**src/rtl/fish_ctrl_pkg.sv**
```systemverilog
// rtl/fish_ctrl_pkg.sv - shared geometry, way encodings and state type for the fish controller
package fish_ctrl_pkg;

  localparam int SPRITE_W = 40;
  localparam int SPRITE_H = 35;
  localparam int SCREEN_W = 640;
  localparam int SCREEN_H = 480;
  localparam int EXIT_H   = 680;

  localparam logic [1:0] WAY_LEFT   = 2'd0;
  localparam logic [1:0] WAY_RIGHT  = 2'd1;
  localparam logic [1:0] WAY_HOOKED = 2'd2;

  typedef enum logic [1:0] {IDLE, SWIM_L, SWIM_R, HOOKED} state_t;

  // Hook point inside the swimming box h in [H-40, H-1], v in [V, V+34]; widened to avoid wrap.
  function automatic logic in_swim_box(input logic [9:0] h, input logic [9:0] v,
                                       input logic [9:0] px, input logic [9:0] py);
    return (({1'b0, px} + 11'(SPRITE_W)) >= {1'b0, h}) && (px < h) &&
           (py >= v) && ({1'b0, py} <= ({1'b0, v} + 11'(SPRITE_H - 1)));
  endfunction

endpackage

```
**src/rtl/fish_ctrl_if.sv**
```systemverilog
// rtl/fish_ctrl_if.sv - hook inputs and sprite outputs of the fish controller
interface fish_ctrl_if;

  logic [9:0] hook_x;
  logic [9:0] hook_y;
  logic       hook_down;
  logic [9:0] fish_h_position;
  logic [9:0] fish_v_position;
  logic [1:0] fish_way;
  logic       fish_appear;
  logic       caught;

  modport master (
    output hook_x, hook_y, hook_down,
    input  fish_h_position, fish_v_position, fish_way, fish_appear, caught
  );

  modport slave (
    input  hook_x, hook_y, hook_down,
    output fish_h_position, fish_v_position, fish_way, fish_appear, caught
  );

endinterface

```
**src/rtl/fish_ctrl_lfsr8.sv**
```systemverilog
// rtl/fish_ctrl_lfsr8.sv - free-running 8-bit Fibonacci LFSR, taps 8,6,5,4
module lfsr8 (
  input  logic       clk,
  input  logic       rst,
  output logic [7:0] q
);

  always_ff @(posedge clk) begin
    if (rst) q <= 8'h5A;
    else     q <= {q[6:0], q[7] ^ q[5] ^ q[4] ^ q[3]};
  end

endmodule

```
**src/rtl/fish_ctrl.sv**
```systemverilog
// rtl/fish_ctrl.sv - fish spawn/swim/hook/rise state machine driving the sprite renderer
module fish_ctrl
  import fish_ctrl_pkg::*;
#(
  parameter int SPEED_H     = 2,
  parameter int SPEED_UP    = 3,
  parameter int SPAWN_DELAY = 60,
  parameter int V_MIN       = 240,
  parameter int SURFACE_Y   = 100
) (
  input  logic        clk,
  input  logic        rst,
  input  logic        frame_tick,
  input  logic        enable,
  fish_ctrl_if.slave  bus
);

  localparam logic [9:0]  SPD_H   = 10'(SPEED_H);
  localparam logic [9:0]  SPD_UP  = 10'(SPEED_UP);
  localparam logic [9:0]  CATCH_Y = 10'(SURFACE_Y + SPEED_UP);
  localparam logic [9:0]  EXIT_X  = 10'(EXIT_H);
  localparam logic [9:0]  H_MAX   = 10'(SCREEN_W - 1);
  localparam logic [15:0] DELAY   = 16'(SPAWN_DELAY);

  state_t      state_q, state_d;
  logic [9:0]  h_q, h_d, v_q, v_d;
  logic [1:0]  way_q, way_d;
  logic        appear_q, appear_d, caught_q, caught_d;
  logic [15:0] cnt_q, cnt_d;
  logic [7:0]  rnd;
  logic        hit;
  logic [10:0] hook_sum;
  logic [9:0]  hook_h, v_up;

  lfsr8 u_lfsr (.clk(clk), .rst(rst), .q(rnd));

  assign hit      = bus.hook_down && in_swim_box(h_q, v_q, bus.hook_x, bus.hook_y);
  assign hook_sum = {1'b0, bus.hook_x} + 11'd17;
  assign hook_h   = (hook_sum > {1'b0, H_MAX}) ? H_MAX : hook_sum[9:0];
  assign v_up     = v_q - SPD_UP;

  always_comb begin
    state_d  = state_q;
    h_d      = h_q;
    v_d      = v_q;
    way_d    = way_q;
    appear_d = appear_q;
    cnt_d    = cnt_q;
    caught_d = 1'b0;
    if (frame_tick && enable) begin
      case (state_q)
        IDLE: begin
          if (cnt_q == 16'd0) begin
            state_d  = rnd[0] ? SWIM_R : SWIM_L;
            h_d      = rnd[0] ? 10'd0 : EXIT_X;
            way_d    = rnd[0] ? WAY_RIGHT : WAY_LEFT;
            v_d      = 10'(V_MIN) + {3'b000, rnd[7:1]};
            appear_d = 1'b1;
          end else begin
            cnt_d = cnt_q - 16'd1;
          end
        end
        SWIM_L, SWIM_R: begin
          // The hit test uses the pre-move box and takes priority over leaving the screen.
          if (hit) begin
            state_d = HOOKED;
            way_d   = WAY_HOOKED;
            h_d     = hook_h;
            v_d     = bus.hook_y;
          end else if ((state_q == SWIM_L) ? (h_q <= SPD_H) : (h_q >= EXIT_X)) begin
            state_d  = IDLE;
            appear_d = 1'b0;
            cnt_d    = DELAY;
          end else begin
            h_d = (state_q == SWIM_L) ? (h_q - SPD_H) : (h_q + SPD_H);
          end
        end
        HOOKED: begin
          // Caught on the rise that lands within one step of the surface.
          v_d = v_up;
          if (v_up <= CATCH_Y) begin
            caught_d = 1'b1;
            state_d  = IDLE;
            appear_d = 1'b0;
            cnt_d    = DELAY;
          end
        end
        default: state_d = IDLE;
      endcase
    end
  end

  always_ff @(posedge clk) begin
    if (rst) begin
      state_q  <= IDLE;
      h_q      <= 10'd0;
      v_q      <= 10'd0;
      way_q    <= WAY_LEFT;
      appear_q <= 1'b0;
      caught_q <= 1'b0;
      cnt_q    <= DELAY;
    end else begin
      state_q  <= state_d;
      h_q      <= h_d;
      v_q      <= v_d;
      way_q    <= way_d;
      appear_q <= appear_d;
      caught_q <= caught_d;
      cnt_q    <= cnt_d;
    end
  end

  assign bus.fish_h_position = h_q;
  assign bus.fish_v_position = v_q;
  assign bus.fish_way        = way_q;
  assign bus.fish_appear     = appear_q;
  assign bus.caught          = caught_q;

endmodule

```
**src/flat_wrapper.sv**
```systemverilog
// flat-port wrapper written by rule: the top's interface ports become plain ports
module fish_ctrl_flat import fish_ctrl_pkg::*;
#(
  parameter int SPEED_H     = 2,
  parameter int SPEED_UP    = 3,
  parameter int SPAWN_DELAY = 60,
  parameter int V_MIN       = 240,
  parameter int SURFACE_Y   = 100
)
  (clk, rst, frame_tick, enable, bus_hook_x, bus_hook_y, bus_hook_down, bus_fish_h_position, bus_fish_v_position, bus_fish_way, bus_fish_appear, bus_caught);
  fish_ctrl_if bus_i ();
  input  logic clk;
  input  logic rst;
  input  logic frame_tick;
  input  logic enable;
  input wire logic [$bits(bus_i.hook_x)-1:0] bus_hook_x;
  input wire logic [$bits(bus_i.hook_y)-1:0] bus_hook_y;
  input wire logic [$bits(bus_i.hook_down)-1:0] bus_hook_down;
  output wire logic [$bits(bus_i.fish_h_position)-1:0] bus_fish_h_position;
  output wire logic [$bits(bus_i.fish_v_position)-1:0] bus_fish_v_position;
  output wire logic [$bits(bus_i.fish_way)-1:0] bus_fish_way;
  output wire logic [$bits(bus_i.fish_appear)-1:0] bus_fish_appear;
  output wire logic [$bits(bus_i.caught)-1:0] bus_caught;
  assign bus_i.hook_x = bus_hook_x;
  assign bus_i.hook_y = bus_hook_y;
  assign bus_i.hook_down = bus_hook_down;
  assign bus_fish_h_position = bus_i.fish_h_position;
  assign bus_fish_v_position = bus_i.fish_v_position;
  assign bus_fish_way = bus_i.fish_way;
  assign bus_fish_appear = bus_i.fish_appear;
  assign bus_caught = bus_i.caught;
  fish_ctrl #(.SPEED_H(SPEED_H), .SPEED_UP(SPEED_UP), .SPAWN_DELAY(SPAWN_DELAY), .V_MIN(V_MIN), .SURFACE_Y(SURFACE_Y)) u_core (.clk(clk), .rst(rst), .frame_tick(frame_tick), .enable(enable), .bus(bus_i));
endmodule
```
**config.mk**
```make
export PLATFORM = sky130hd
export DESIGN_NAME = fish_ctrl_flat
export DESIGN_NICKNAME = d
export VERILOG_FILES = /design/src/rtl/fish_ctrl_pkg.sv /design/src/rtl/fish_ctrl_if.sv /design/src/rtl/fish_ctrl_lfsr8.sv /design/src/rtl/fish_ctrl.sv /design/src/flat_wrapper.sv
export SDC_FILE = /design/constraint.sdc
export NUM_CORES = 1
export LEC_CHECK = 0
export ABC_AREA = 1
export CAP_MARGIN = 20
export CORE_ASPECT_RATIO = 0.6
export CORE_UTILIZATION = 30
export DETAILED_ROUTE_END_ITERATION = 6
export PLACE_DENSITY_LB_ADDON = 0.12
export SYNTH_ARGS = -nofsm -noshare
export SYNTH_HDL_FRONTEND = slang
export SYNTH_SLANG_ARGS = --single-unit
```
**constraint.sdc**
```tcl
create_clock -name clk -period 9.4 [get_ports clk]
set_input_delay 2.82 -clock clk [delete_from_list [all_inputs] [get_ports clk]]
set_output_delay 2.82 -clock clk [all_outputs]
set_load 0.03 [all_outputs]
```
# After elaboration in Yosys (flattened, before gate mapping)
# Cells that the tools add are included.
# classes
order_cmp,8
n_bitwise,5
mux,32
n_eq_ne,11
reduce_logical,16
n_addsub,8
n_shift,0
n_div,0
multipliers,0
# op_table
operator,n
$mux 10,8
$mux 16,4
$pmux 16 s3,1
$pmux 10 s3,1
$add 10x6->11 const B,2
$pmux 10 s2,1
$sub 10x2->10 const B,2
$logic_not 16->1,1
$sub 16x1->16 const B,1
$mux 2,7
$reduce_and 4->1,3
$add 10x5->11 const B,1
$ge 11x10->1,1
$gt 11x10->1 const B,1
$le 10x11->1,1
$add 10x2->10 const B,1
$ge 10x10->1,1
$ge 10x10->1 const B,1
$le 10x2->1 const B,1
$le 10x7->1 const B,1
$lt 10x10->1,1
$reduce_and 5->1,2
$add 8x7->9 const A,1
$ne 2x1->1 const B,4
other kinds (17),32
# totals
regBits,50
mem_bits_rw,0
mem_count,0
latch_bits,0
out_inout_bits,24
rom_bits,0
wordCells,88

# Logic depth before layout (Yosys ltp)
# Gate-level depths: netlist of the first run.
# depth
word_depth,8
depth_mapped,22
ltp_nobuf,21

# Cells and area by module
# A second synthesis of the first run with hierarchy kept.
# unflattened
cells_unflattened,801
area_unflattened_um2,4918.5
# by_module_without_submodules
module,cells_per_inst,n_inst,seq_area_each_um2,area_each_um2
fish_ctrl,764,1,840.8,4639.4
lfsr8,37,1,160.2,279.0

# Worst setup path after synthesis of the first run
# Ideal clock, no wire load.
# synth_path
path_type,input to register
from,input port bus_hook_x[3]
to,"register u_core.v_q[2], in the netlist u_core.bus.fish_v_position[2]"
cell_stages,19
slack_ns,4.421
n_path_buf,1
arrival_ns,4.851
required_time_ns,9.272
cell_sequence,ha_1 -> o21ai_0 -> xor2_1 -> inv_1 -> ha_1 -> nand2_1 -> nor2_1 -> nand2_1 -> nand2_1 -> nand2_1 -> nand3_2 -> nand2_1 -> nor2_4 -> nand3_4 -> a21oi_4 -> buf_6 -> nand2_1 -> o21ai_1 -> nor2_1
# synth_between
elab_chain_len,8
# synth_rtl
item,line,source
"start, declared",flat_wrapper.sv:16,input wire logic [$bits(bus_i.hook_x)-1:0] bus_hook_x;
$add 10x6->11,fish_ctrl_pkg.sv:19,"return (({1'b0, px} + 11'(SPRITE_W)) >= {1'b0, h}) && (px < h) &&"
$ge 11x10->1,fish_ctrl_pkg.sv:19,
$logic_and 1x1->1 (*) (2 in series),fish_ctrl_pkg.sv:19,
$logic_and 1x1->1 (*),fish_ctrl_pkg.sv:20,"(py >= v) && ({1'b0, py} <= ({1'b0, v} + 11'(SPRITE_H - 1)));"
$logic_and 1x1->1 (*),fish_ctrl.sv:37,"assign hit = bus.hook_down && in_swim_box(h_q, v_q, bus.hook_x, bus.hook_y);"
$ne 2x1->1 (no line) (*),n/a,
$reduce_and 3->1 (no line) (*),n/a,
"end signal, assigned",fish_ctrl.sv:105,v_q <= v_d;
"end, declared",fish_ctrl.sv:26,"logic [9:0] h_q, h_d, v_q, v_d;"
# Mark *: on every way between the ends. The rest lies on a longest branch, timed or not.
# A chain may end at the register's enable or synchronous reset.

# Final worst setup path of the first run
# layout_path
from,input port bus_hook_x[3]
to,"register u_core.v_q[8], in the netlist u_core.bus.fish_v_position[8]"
# The elaborated chain is that of the path after synthesis.

==> implementation parameters, run 1 <==
Parameter                              Value

Clock tree
  Clock input transition at the sequential cells of the worst setup and hold paths ... around 0.070 ns
  Skew-Pair Late Insertion Delay ... roughly 0.30 ns
  Number of buffers created by CTS ... 5
  # resized after CTS ... 0
  Buffer count from post-CTS setup fixing ... 0
  Clock Tree Root ... sky130_fd_sc_hd__clkbuf_16
  H-tree depth reported by CTS ... 2
  Hold buffer count at cts ... 0
  Buffer depth of the longest clock path ... 2
  TritonCTS Sinks ... 50
  CTS tree ... done

STA
  Clock Skews ... about 0.0087 ns
  Setup-failing EPs final ... 0
  Final hold violation count ... 0
  Setup TNS ... 0 ns
  Clock period minus worst slack ... 5.94 ns
  Final Max Slew Viols ... 0
  Final Worst Setup Slack ... between 3 and 4 ns
  Final period util ... a little over three fifths
  Tightest slew margin relative to the limit ... roughly 43%
  Setup repair after global routing missed its margin ... false
  Achievable clock frequency ... 168 MHz
  Transition at the pin with the smallest max-transition slack ... about 0.86 ns

Pwr
  Portion of total power attributed to combinational logic ... 19.6%
  Highest ir drop seen on vdd ... ~0.064 mV
  Static leakage ... between 2 and 3 nW
  Sw Pwr ... 0.000152 W
  Power density relative to cell area ... about 90 nW/um^2
  Fraction of power spent switching nets ... between 20% and 30%
  Clock network fraction of design power ... 36.8%
  Proportion of power drawn by flip-flops and latches ... between 40 and 50%
  Post-layout total power ... roughly 0.00051 W
  Cell-internal power ... 0.000357 W

Job
  Max capacitance violation total ... 0

Floorplanning
  Width of the die ... around 170 um
  Die span in y ... approximately 100 um
  Row count ... 35
  Io pins ... 49
  Area of the core ... ~16000 um^2
  Die area ... between 15000 and 20000 um^2
  Initial core utilization ... roughly 31%

Yosys
  Yosys warnings ... 0
  Area share of the largest cell type after synthesis ... between 20 and 25%
  Syn_area_per_cell ... 6.43 um^2
  Main synth FF type ... sky130_fd_sc_hd__dfxtp_1
  Syn_nets ... 839
  Cell taking the most area after synthesis ... sky130_fd_sc_hd__dfxtp_1
  Leading cell types by count after synthesis ... sky130_fd_sc_hd__nand2_1, sky130_fd_sc_hd__inv_1, sky130_fd_sc_hd__nor2_1, sky130_fd_sc_hd__ha_1, sky130_fd_sc_hd__a21oi_1
  Async SR Flop Fraction ... 0%
  Synthesis-stage register bit count ... 50
  Top cells by area, synth ... sky130_fd_sc_hd__dfxtp_1, sky130_fd_sc_hd__nand2_1, sky130_fd_sc_hd__ha_1
  Library cell with the highest instance count after synthesis ... sky130_fd_sc_hd__nand2_1
  Instance count of the mapped netlist ... ~760
  Count of flip-flops with a built-in enable after synthesis ... 0
  Synth Cell Area ... 4900 um^2
  Unique masters post-synth ... 44
  Fraction of the yosys area taken by sequential cells ... 20.4%

Outcome
  Outcome ... completed

Place
  Post-place instance area ... about 5500 um^2
  Placer's final routability congestion estimate ... between 0.8 and 0.9
  Number of placed cells counting well taps ... 992
  Pre-CTS WS ... about 3.2 ns
  DPL Wire Length ... between 10000 and 15000 um
  Buffers added on ports ... 48

Worst setup path
  Arr. time, crit path ... 6.12 ns
  Critical path class ... primary input to flip-flop
  Crit path capture type ... flip-flop
  CP Data Required Time ... between 9 and 10 ns
  Kind of start point of the critical path ... primary input
  Critical Path Fanout Max ... 20

Layout
  Area delta synth->final ... 15.2%
  Diodes inserted ... 0
  Final Instance Count excl. Fillers ... 1000
  Ratio of cells with drive above 1 in the final layout ... between 7 and 8%
  Post-route cell area ... 5640 um^2
  Post-layout nets ... 874

Detailed routing
  Initial DRC count ... roughly 370
  DRC errors left ... 0
  Drt via density ... 4.87
  Aggregate routed wire length ... between 10000 and 15000 um
  Average wire per cell in the routed design ... 14.3 um
  Remaining antenna violation count ... 0
  Total via count in the routed design ... slightly below 5000
  Pre-antenna DRT Iters ... 5

Global route
  Number of antenna violations at the first check in global routing ... 0
  Wire length of the first global-routing pass ... about 24000 um
  Largest net degree at the start of global routing ... 29
  Via count of the first global-routing pass ... roughly 4600
  Global routing usage summed across all routing layers ... between 10% and 20%
  Remaining global-route overflow ... 0

Min path
  Tightest Hold Check Type ... flip-flop to flip-flop
-- power groups by stage --
stage | Clock, W | Sequential [W] | Combinational (W)
floorplan | 0 | 0.000226 | 0.0000674
global route | 0.000204 | 0.000223 | 0.000114
global placement | 0 | 0.000227 | 0.0000976
finish | 0.000187 | 0.000222 | 0.0000999
detailed placement | 0 | 0.000227 | 0.0000994
CTS | 0.000195 | 0.000222 | 0.000100
-- per-stage QoR --
stage | utilization, % | hold WS [ns]
after floorplan | - | 0.403
after global placement | 35.1 | 0.413
after detailed placement | 35.1 | 0.415
after CTS | 36.1 | 0.425
after global routing | 36.1 | 0.461
final | 36.1 | 0.427
-- critical path: stages --
cell and delay, ns:
sky130_fd_sc_hd__clkdlybuf4s50_1 0.53, sky130_fd_sc_hd__ha_1 0.29, sky130_fd_sc_hd__o21ai_0 0.33, sky130_fd_sc_hd__xor2_1 0.18, sky130_fd_sc_hd__inv_1 0.06, sky130_fd_sc_hd__ha_1 0.29
sky130_fd_sc_hd__nand2_1 0.06, sky130_fd_sc_hd__nor2_1 0.10, sky130_fd_sc_hd__nand2_1 0.06, sky130_fd_sc_hd__nand2_1 0.06, sky130_fd_sc_hd__nand2_1 0.06, sky130_fd_sc_hd__nand3_2 0.07
sky130_fd_sc_hd__nand2_1 0.08, sky130_fd_sc_hd__nor2_4 0.16, sky130_fd_sc_hd__nand3_4 0.21, sky130_fd_sc_hd__a21oi_4 0.49, sky130_fd_sc_hd__nand2_1 0.11, sky130_fd_sc_hd__o21ai_1 0.10
sky130_fd_sc_hd__nor2_1 0.05
-- layout by cell type (no fill, tap or decap), drive strengths merged, types with 2 or more instances in the layout --
cell           count
nand3             48
nor2             101
ha                53
nand2            215
buf                2
a22o               4
or2                2
a21oi             54
o21ai             30
nor3               6
clkinv             5
clkdlybuf4s50     48
o22ai              2
inv              100
nor4               3
dfxtp             50
clkbuf             5
o211ai             6
xnor2              5
nand3b             2
xor2              27
nand4             21
o21a               3
-- final timing paths --
| check | start | to | slack (ns) | cells after the start |
|---|---|---|---|---|
| setup / recovery | bus_hook_x[3] | u_core.bus.fish_v_position[8]$_SDFFE_PP0P_ | 3.46 | 19 |
| setup reg to reg | u_core.bus.fish_v_position[1]$_SDFFE_PP0P_ | u_core.bus.fish_v_position[8]$_SDFFE_PP0P_ | 6.10 | 16 |
| hold reg to reg | u_core.u_lfsr.q[1]$_SDFF_PP1_ | u_core.u_lfsr.q[2]$_SDFF_PP0_ | 0.43 | 2 |
| hold / removal | u_core.u_lfsr.q[1]$_SDFF_PP1_ | u_core.u_lfsr.q[2]$_SDFF_PP0_ | 0.43 | 2 |
-- state kept, by name, indices dropped and copies added, names as in the netlist --
signal,cells
u_core.bus.fish_appear,1
u_core.bus.fish_v_position,10
u_core.u_lfsr.q,8
u_core.bus.fish_way,2
u_core.state_q,2
u_core.cnt_q,16
u_core.bus.caught,1
u_core.bus.fish_h_position,10
-- layout make-up --
type	count	area, um^2
sequential	50	1000
clock buffer	5	125
multi-input combinational	586	3350
tap	203	254
clock inverter	3	25.0
timing repair buffer	50	495
fill	1668	9990
inverter	103	393
-- cells by family (layout without fill, tap and decap cells) --
| group | Yosys count | count (layout) | synth area share, % |
|---|---|---|---|
| flip-flops | 50 | 50 | 20.4 |
| AO/OA/AOI/OAI | 103 | 103 | 12.6 |
| XOR/XNOR | 32 | 32 | 5.72 |
| adder cells (fa/ha/maj) | 53 | 53 | 13.5 |
| buffers and inverters | 125 | 161 | 11.2 |
| AND/OR/NAND/NOR | 398 | 398 | 36.5 |
-- per-layer routing --
| layer | part of all wire [%] | GRT usage, % |
|---|---|---|
| met2 | 40 | 26.4 |
| met3 | 4.2 | 2.87 |
| met5 | 0 | 0 |
| met1 | 56 | 26.7 |
| met4 | 0.34 | 2.56 |
(Power assumes the default switching activity.)
==> inputs of run 2 (changes only) <==
==> constraint.sdc (replaced) <==
create_clock -name clk -period 6.1 [get_ports clk]
set_input_delay 1.83 -clock clk [delete_from_list [all_inputs] [get_ports clk]]
set_output_delay 1.83 -clock clk [all_outputs]
set_load 0.03 [all_outputs]
==> implementation parameters, run 2 (synthesized netlist as in run 1, its figures left out) <==
Parameter                              Value

Detailed routing
  DRC errors left ... 0
  Remaining antenna violation count ... 0
  Pre-antenna DRT Iters ... 5
  Average wire per cell in the routed design ... approximately 14 um
  Drt via density ... between 4 and 5
  Initial DRC count ... 351
  Total via count in the routed design ... around 4800
  Aggregate routed wire length ... about 14000 um

Clock tree
  Clock input transition at the sequential cells of the worst setup and hold paths ... 0.07 ns
  Clock Tree Root ... sky130_fd_sc_hd__clkbuf_16
  Buffer count from post-CTS setup fixing ... 0
  # resized after CTS ... 0
  Number of buffers created by CTS ... 5
  TritonCTS Sinks ... 50
  CTS tree ... done
  Hold buffer count at cts ... 0
  H-tree depth reported by CTS ... 2
  Skew-Pair Late Insertion Delay ... ~0.30 ns
  Buffer depth of the longest clock path ... 2

STA
  Setup repair after global routing missed its margin ... false
  Achievable clock frequency ... 204 MHz
  Setup TNS ... 0 ns
  Clock Skews ... ~0.0075 ns
  Setup-failing EPs final ... 0
  Final hold violation count ... 0
  Clock period minus worst slack ... 4.91 ns
  Final Max Slew Viols ... 0
  Final period util ... 80.5%
  Transition at the pin with the smallest max-transition slack ... slightly below 0.9 ns
  Tightest slew margin relative to the limit ... between 40% and 50%

Layout
  Final Instance Count excl. Fillers ... 1000
  Area delta synth->final ... 15.7%
  Diodes inserted ... 0
  Ratio of cells with drive above 1 in the final layout ... 7.15%
  Post-layout nets ... between 800 and 900
  Register bank with the most flops ... u_core.cnt_q
  Top library cells by usage in the layout, fill and taps aside ... sky130_fd_sc_hd__nand2_1, sky130_fd_sc_hd__inv_1, sky130_fd_sc_hd__nor2_1
  Largest register FFs ... 16
  Fraction of the core area covered by cells at the end of the flow ... ~36%
  Most frequent standard cell in the layout excluding fill and tap cells ... sky130_fd_sc_hd__nand2_1

Job
  Max capacitance violation total ... 0

Place
  Placer's final routability congestion estimate ... between 0.8 and 0.9
  DPL Wire Length ... 11400 um
  Buffers added on ports ... 48
  Number of placed cells counting well taps ... roughly 990

Worst setup path
  Kind of start point of the critical path ... primary input
  CP Data Required Time ... between 6 and 7 ns
  Critical path class ... primary input to flip-flop
  Crit path capture type ... flip-flop
  Critical Path Fanout Max ... 20
  Arr. time, crit path ... about 5 ns

Pwr
  Post-layout total power ... just over 0.0008 W
  Power density relative to cell area ... about 150 nW/um^2
  Static leakage ... about 2.6 nW
  Highest ir drop seen on vdd ... just over 0.09 mV

Floorplanning
  Io pins ... 49
  Initial core utilization ... 31.3%
  Row count ... 35
  Die span in y ... between 100 and 150 um
  Area of the core ... between 15000 and 20000 um^2
  Width of the die ... 167 um
  Die area ... around 17000 um^2

Global route
  Remaining global-route overflow ... 0
  Via count of the first global-routing pass ... between 4000 and 5000
  Global routing usage summed across all routing layers ... between 10% and 20%
  Wire length of the first global-routing pass ... about 24000 um
  Largest net degree at the start of global routing ... 29
  Number of antenna violations at the first check in global routing ... 0

Outcome
  Outcome ... completed

Min path
  Tightest Hold Check Type ... flip-flop to flip-flop
-- run 2: changes by cell type in the layout (fill, tap and decap cells not counted) --
cell	delta
sky130_fd_sc_hd__bufinv_16	+1
sky130_fd_sc_hd__clkinv_4	-1
sky130_fd_sc_hd__inv_6	-1
sky130_fd_sc_hd__inv_8	+1
-- run 2: path summary, 6_finish.rpt --
check                                                             endpoint  slack [ns]                                  startpoint  cells after the start
worst max-delay path            u_core.bus.fish_v_position[6]$_SDFFE_PP0P_        1.19                               bus_hook_x[3]                     19
worst min-delay path                         u_core.u_lfsr.q[2]$_SDFF_PP0_        0.42               u_core.u_lfsr.q[1]$_SDFF_PP1_                      2
worst max register to register  u_core.bus.fish_v_position[6]$_SDFFE_PP0P_        2.80  u_core.bus.fish_v_position[1]$_SDFFE_PP0P_                     16
worst min register to register               u_core.u_lfsr.q[2]$_SDFF_PP0_        0.42               u_core.u_lfsr.q[1]$_SDFF_PP1_                      2
-- run 2: through the flow --
stage | hold WS, ns | setup slack [ns] | cell area, um^2
2_1_floorplan | 0.403 | 2.11 | 4900
3_3_place_gp | 0.413 | 1.01 | 5490
3_5_place_dp | 0.411 | 0.892 | 5490
4_1_cts | 0.422 | 1.21 | 5670
5_1_grt | 0.453 | 0.798 | 5670
6_report | 0.421 | 1.19 | 5670
-- run 2: worst max-delay path: stages --
cell	delay, ns
sky130_fd_sc_hd__clkdlybuf4s50_1	0.53
sky130_fd_sc_hd__ha_1	0.29
sky130_fd_sc_hd__o21ai_0	0.29
sky130_fd_sc_hd__xor2_1	0.17
sky130_fd_sc_hd__inv_1	0.06
sky130_fd_sc_hd__ha_1	0.29
sky130_fd_sc_hd__nand2_1	0.06
sky130_fd_sc_hd__nor2_1	0.10
sky130_fd_sc_hd__nand2_1	0.06
sky130_fd_sc_hd__nand2_1	0.06
sky130_fd_sc_hd__nand2_1	0.06
sky130_fd_sc_hd__nand3_2	0.07
sky130_fd_sc_hd__nand2_1	0.08
sky130_fd_sc_hd__nor2_4	0.16
sky130_fd_sc_hd__nand3_4	0.21
sky130_fd_sc_hd__a21oi_4	0.49
sky130_fd_sc_hd__nand2_1	0.11
sky130_fd_sc_hd__o21ai_1	0.10
sky130_fd_sc_hd__nor2_1	0.05
-- run 2: area by class of cell --
| class | count | area, um^2 |
|---|---|---|
| fillers | 1684 | 9970 |
| multi-input cells | 586 | 3350 |
| flip-flops and latches | 50 | 1000 |
| repair buffers | 50 | 495 |
| inverters | 103 | 393 |
| well taps | 203 | 254 |
| clock buffers | 5 | 125 |
| clock inverters | 3 | 48.8 |
-- run 2: report_power, final --
group / switching (W) / internal, W / total (W) / leakage [nW]
Sequential: 0.00000699 / 0.000335 / 0.000342 / 0.407
Clock: 0.000139 / 0.000197 / 0.000335 / 0.0819
Combinational: 0.0000922 / 0.0000609 / 0.000153 / 2.14
-- run 2: layer usage --
| layer | vias up | share of wire (%) | wire [um] | track usage (%) |
|---|---|---|---|---|
| met5 | - | 0 | 0 | 0 |
| met4 | 0 | 0.53 | 76 | 2.49 |
| met3 | 9 | 3.7 | 530 | 3.10 |
| met2 | 76 | 39 | 5590 | 26.5 |
| met1 | 2150 | 56 | 8010 | 26.6 |
| li1 | 2523 | - | - | - |
==> inputs of run 3 (changes only) <==
==> constraint.sdc (replaced) <==
create_clock -name clk -period 4.5 [get_ports clk]
set_input_delay 1.35 -clock clk [delete_from_list [all_inputs] [get_ports clk]]
set_output_delay 1.35 -clock clk [all_outputs]
set_load 0.03 [all_outputs]
==> implementation parameters, run 3 (synthesized netlist as in run 1, its figures left out) <==
Parameter                              Value

Outcome
  Outcome ... completed

Worst setup path
  Slowest library cell on the worst path ... sky130_fd_sc_hd__clkdlybuf4s50_1
  List of cells traversed by the critical path ... clkdlybuf4s50_1 -> ha_1 -> o21ai_0 -> xor2_1 -> inv_1 -> ha_1 -> nand2_1 -> nor2_1 -> nand2_1 -> nand2_1 -> nand2_1 -> nand3_2 -> nand2_1 -> nor2_4 -> nand2_1 -> nor2_1 -> nand3_1 -> a21oi_1 -> nor2_1
  Top cell family by delay on the critical path ... simple AND/OR/NAND/NOR gates
  CP most frequent cell ... sky130_fd_sc_hd__nand2_1
  CP Data Required Time ... approximately 4.7 ns
  WP buf/inv ... 2
  Critical path's largest stage delay ... ~0.47 ns
  Kind of start point of the critical path ... primary input
  Arr. time, crit path ... approximately 4.3 ns
  Critical Path Fanout Max ... 5
  Critical path class ... primary input to flip-flop
  Crit path capture type ... flip-flop

STA
  Setup-failing EPs final ... 0
  Clock period minus worst slack ... 4.12 ns
  Clock Skews ... 0.0111 ns
  Final Max Slew Viols ... 0
  Tightest slew margin relative to the limit ... roughly 43%
  Final period util ... roughly nine tenths
  Min Hold Slack ... about 0.42 ns
  Final hold violation count ... 0
  Achievable clock frequency ... about 240 MHz
  Transition at the pin with the smallest max-transition slack ... 0.851 ns
  Setup repair after global routing missed its margin ... false
  Setup TNS ... 0 ns
  Final Worst Setup Slack ... 0.383 ns

Layout
  Top library cells by usage in the layout, fill and taps aside ... sky130_fd_sc_hd__nand2_1, sky130_fd_sc_hd__inv_1, sky130_fd_sc_hd__nor2_1
  Post-route cell area ... approximately 5700 um^2
  Area delta synth->final ... 16.5%
  Diodes inserted ... 0
  Most frequent standard cell in the layout excluding fill and tap cells ... sky130_fd_sc_hd__nand2_1
  Largest register FFs ... 16
  Ratio of cells with drive above 1 in the final layout ... under 10%
  Post-layout nets ... between 800 and 900
  Register bank with the most flops ... u_core.cnt_q

Detailed routing
  Average wire per cell in the routed design ... approximately 14 um
  Drt via density ... ~4.7
  Remaining antenna violation count ... 0
  Total via count in the routed design ... about 4800
  Pre-antenna DRT Iters ... 5
  DRC errors left ... 0
  Aggregate routed wire length ... 14100 um
  Initial DRC count ... 260

Pwr
  Static leakage ... roughly 2.7 nW
  Power density relative to cell area ... approximately 190 nW/um^2
  Highest ir drop seen on vdd ... 0.152 mV
  Post-layout total power ... roughly 0.0011 W

Place
  Buffers added on ports ... 48
  Post-place instance area ... ~5600 um^2
  Pre-CTS WS ... 0.0785 ns
  DPL Wire Length ... 11400 um
  Placer's final routability congestion estimate ... 0.859

Floorplanning
  Die area ... 16900 um^2
  Row count ... 35
  Io pins ... slightly below 50
  Width of the die ... approximately 170 um
  Die span in y ... ~100 um
  Area of the core ... 15600 um^2
  Initial core utilization ... a little under a third

Clock tree
  Clock Tree Root ... sky130_fd_sc_hd__clkbuf_16
  Number of buffers created by CTS ... 5
  Hold buffer count at cts ... 0
  Clock input transition at the sequential cells of the worst setup and hold paths ... about 0.08 ns
  TritonCTS Sinks ... 50
  # resized after CTS ... 0
  H-tree depth reported by CTS ... 2
  Skew-Pair Late Insertion Delay ... 0.30 ns
  Buffer count from post-CTS setup fixing ... 0
  CTS tree ... done
  Buffer depth of the longest clock path ... 2

Global route
  Via count of the first global-routing pass ... ~4400
  Wire length of the first global-routing pass ... between 20000 and 25000 um
  Largest net degree at the start of global routing ... 29
  Number of antenna violations at the first check in global routing ... 0
  Remaining global-route overflow ... 0
  Global routing usage summed across all routing layers ... about 17%

Min path
  Tightest Hold Check Type ... flip-flop to flip-flop

Job
  Max capacitance violation total ... 0
run 3: metrics by stage:
step / util [%] / cells
5_1_grt: 36.5 / 1007
3_5_place_dp: 35.5 / 999
3_3_place_gp: 35.5 / 999
2_1_floorplan: - / 761
4_1_cts: 36.5 / 1007
6_report: 36.5 / 1007
run 3: cell type report:
cell class	instances	area, um^2
clock buffer	5	125
inverter	103	393
multi-input combinational	586	3350
sequential	50	1000
fill	1676	9930
clock inverter	3	21.3
tap	203	254
timing repair buffer	57	561
run 3: path summary, 6_finish.rpt:
check	start	end	slack, ns	cells past startpoint
max	bus_hook_x[4]	u_core.bus.fish_h_position[9]$_SDFFE_PP0P_	0.38	19
min	u_core.u_lfsr.q[1]$_SDFF_PP1_	u_core.u_lfsr.q[2]$_SDFF_PP0_	0.42	2
min reg2reg	u_core.u_lfsr.q[1]$_SDFF_PP1_	u_core.u_lfsr.q[2]$_SDFF_PP0_	0.42	2
max reg2reg	u_core.bus.fish_v_position[1]$_SDFFE_PP0P_	u_core.bus.fish_h_position[0]$_SDFFE_PP0P_	1.37	19
run 3: per-layer routing:
layer | track usage (%) | wire length, um | vias to the layer above
met1 | 27.0 | 7910 | 2137
met2 | 25.5 | 5440 | 100
met5 | 0 | 0 | -
li1 | - | - | 2533
met3 | 2.71 | 664 | 5
met4 | 1.92 | 53 | 0
run 3: power breakdown:
| group | switching (W) | internal (W) |
|---|---|---|
| registers | 0.00000908 | 0.000454 |
| clock network | 0.000179 | 0.000206 |
| logic | 0.000126 | 0.0000844 |
run 3: worst min-delay path: cells and delay by family, from the launching register on:
family        cells  cell delay (ns)
buf+inv           1             0.04
flops             1             0.31
simple gates      1             0.03
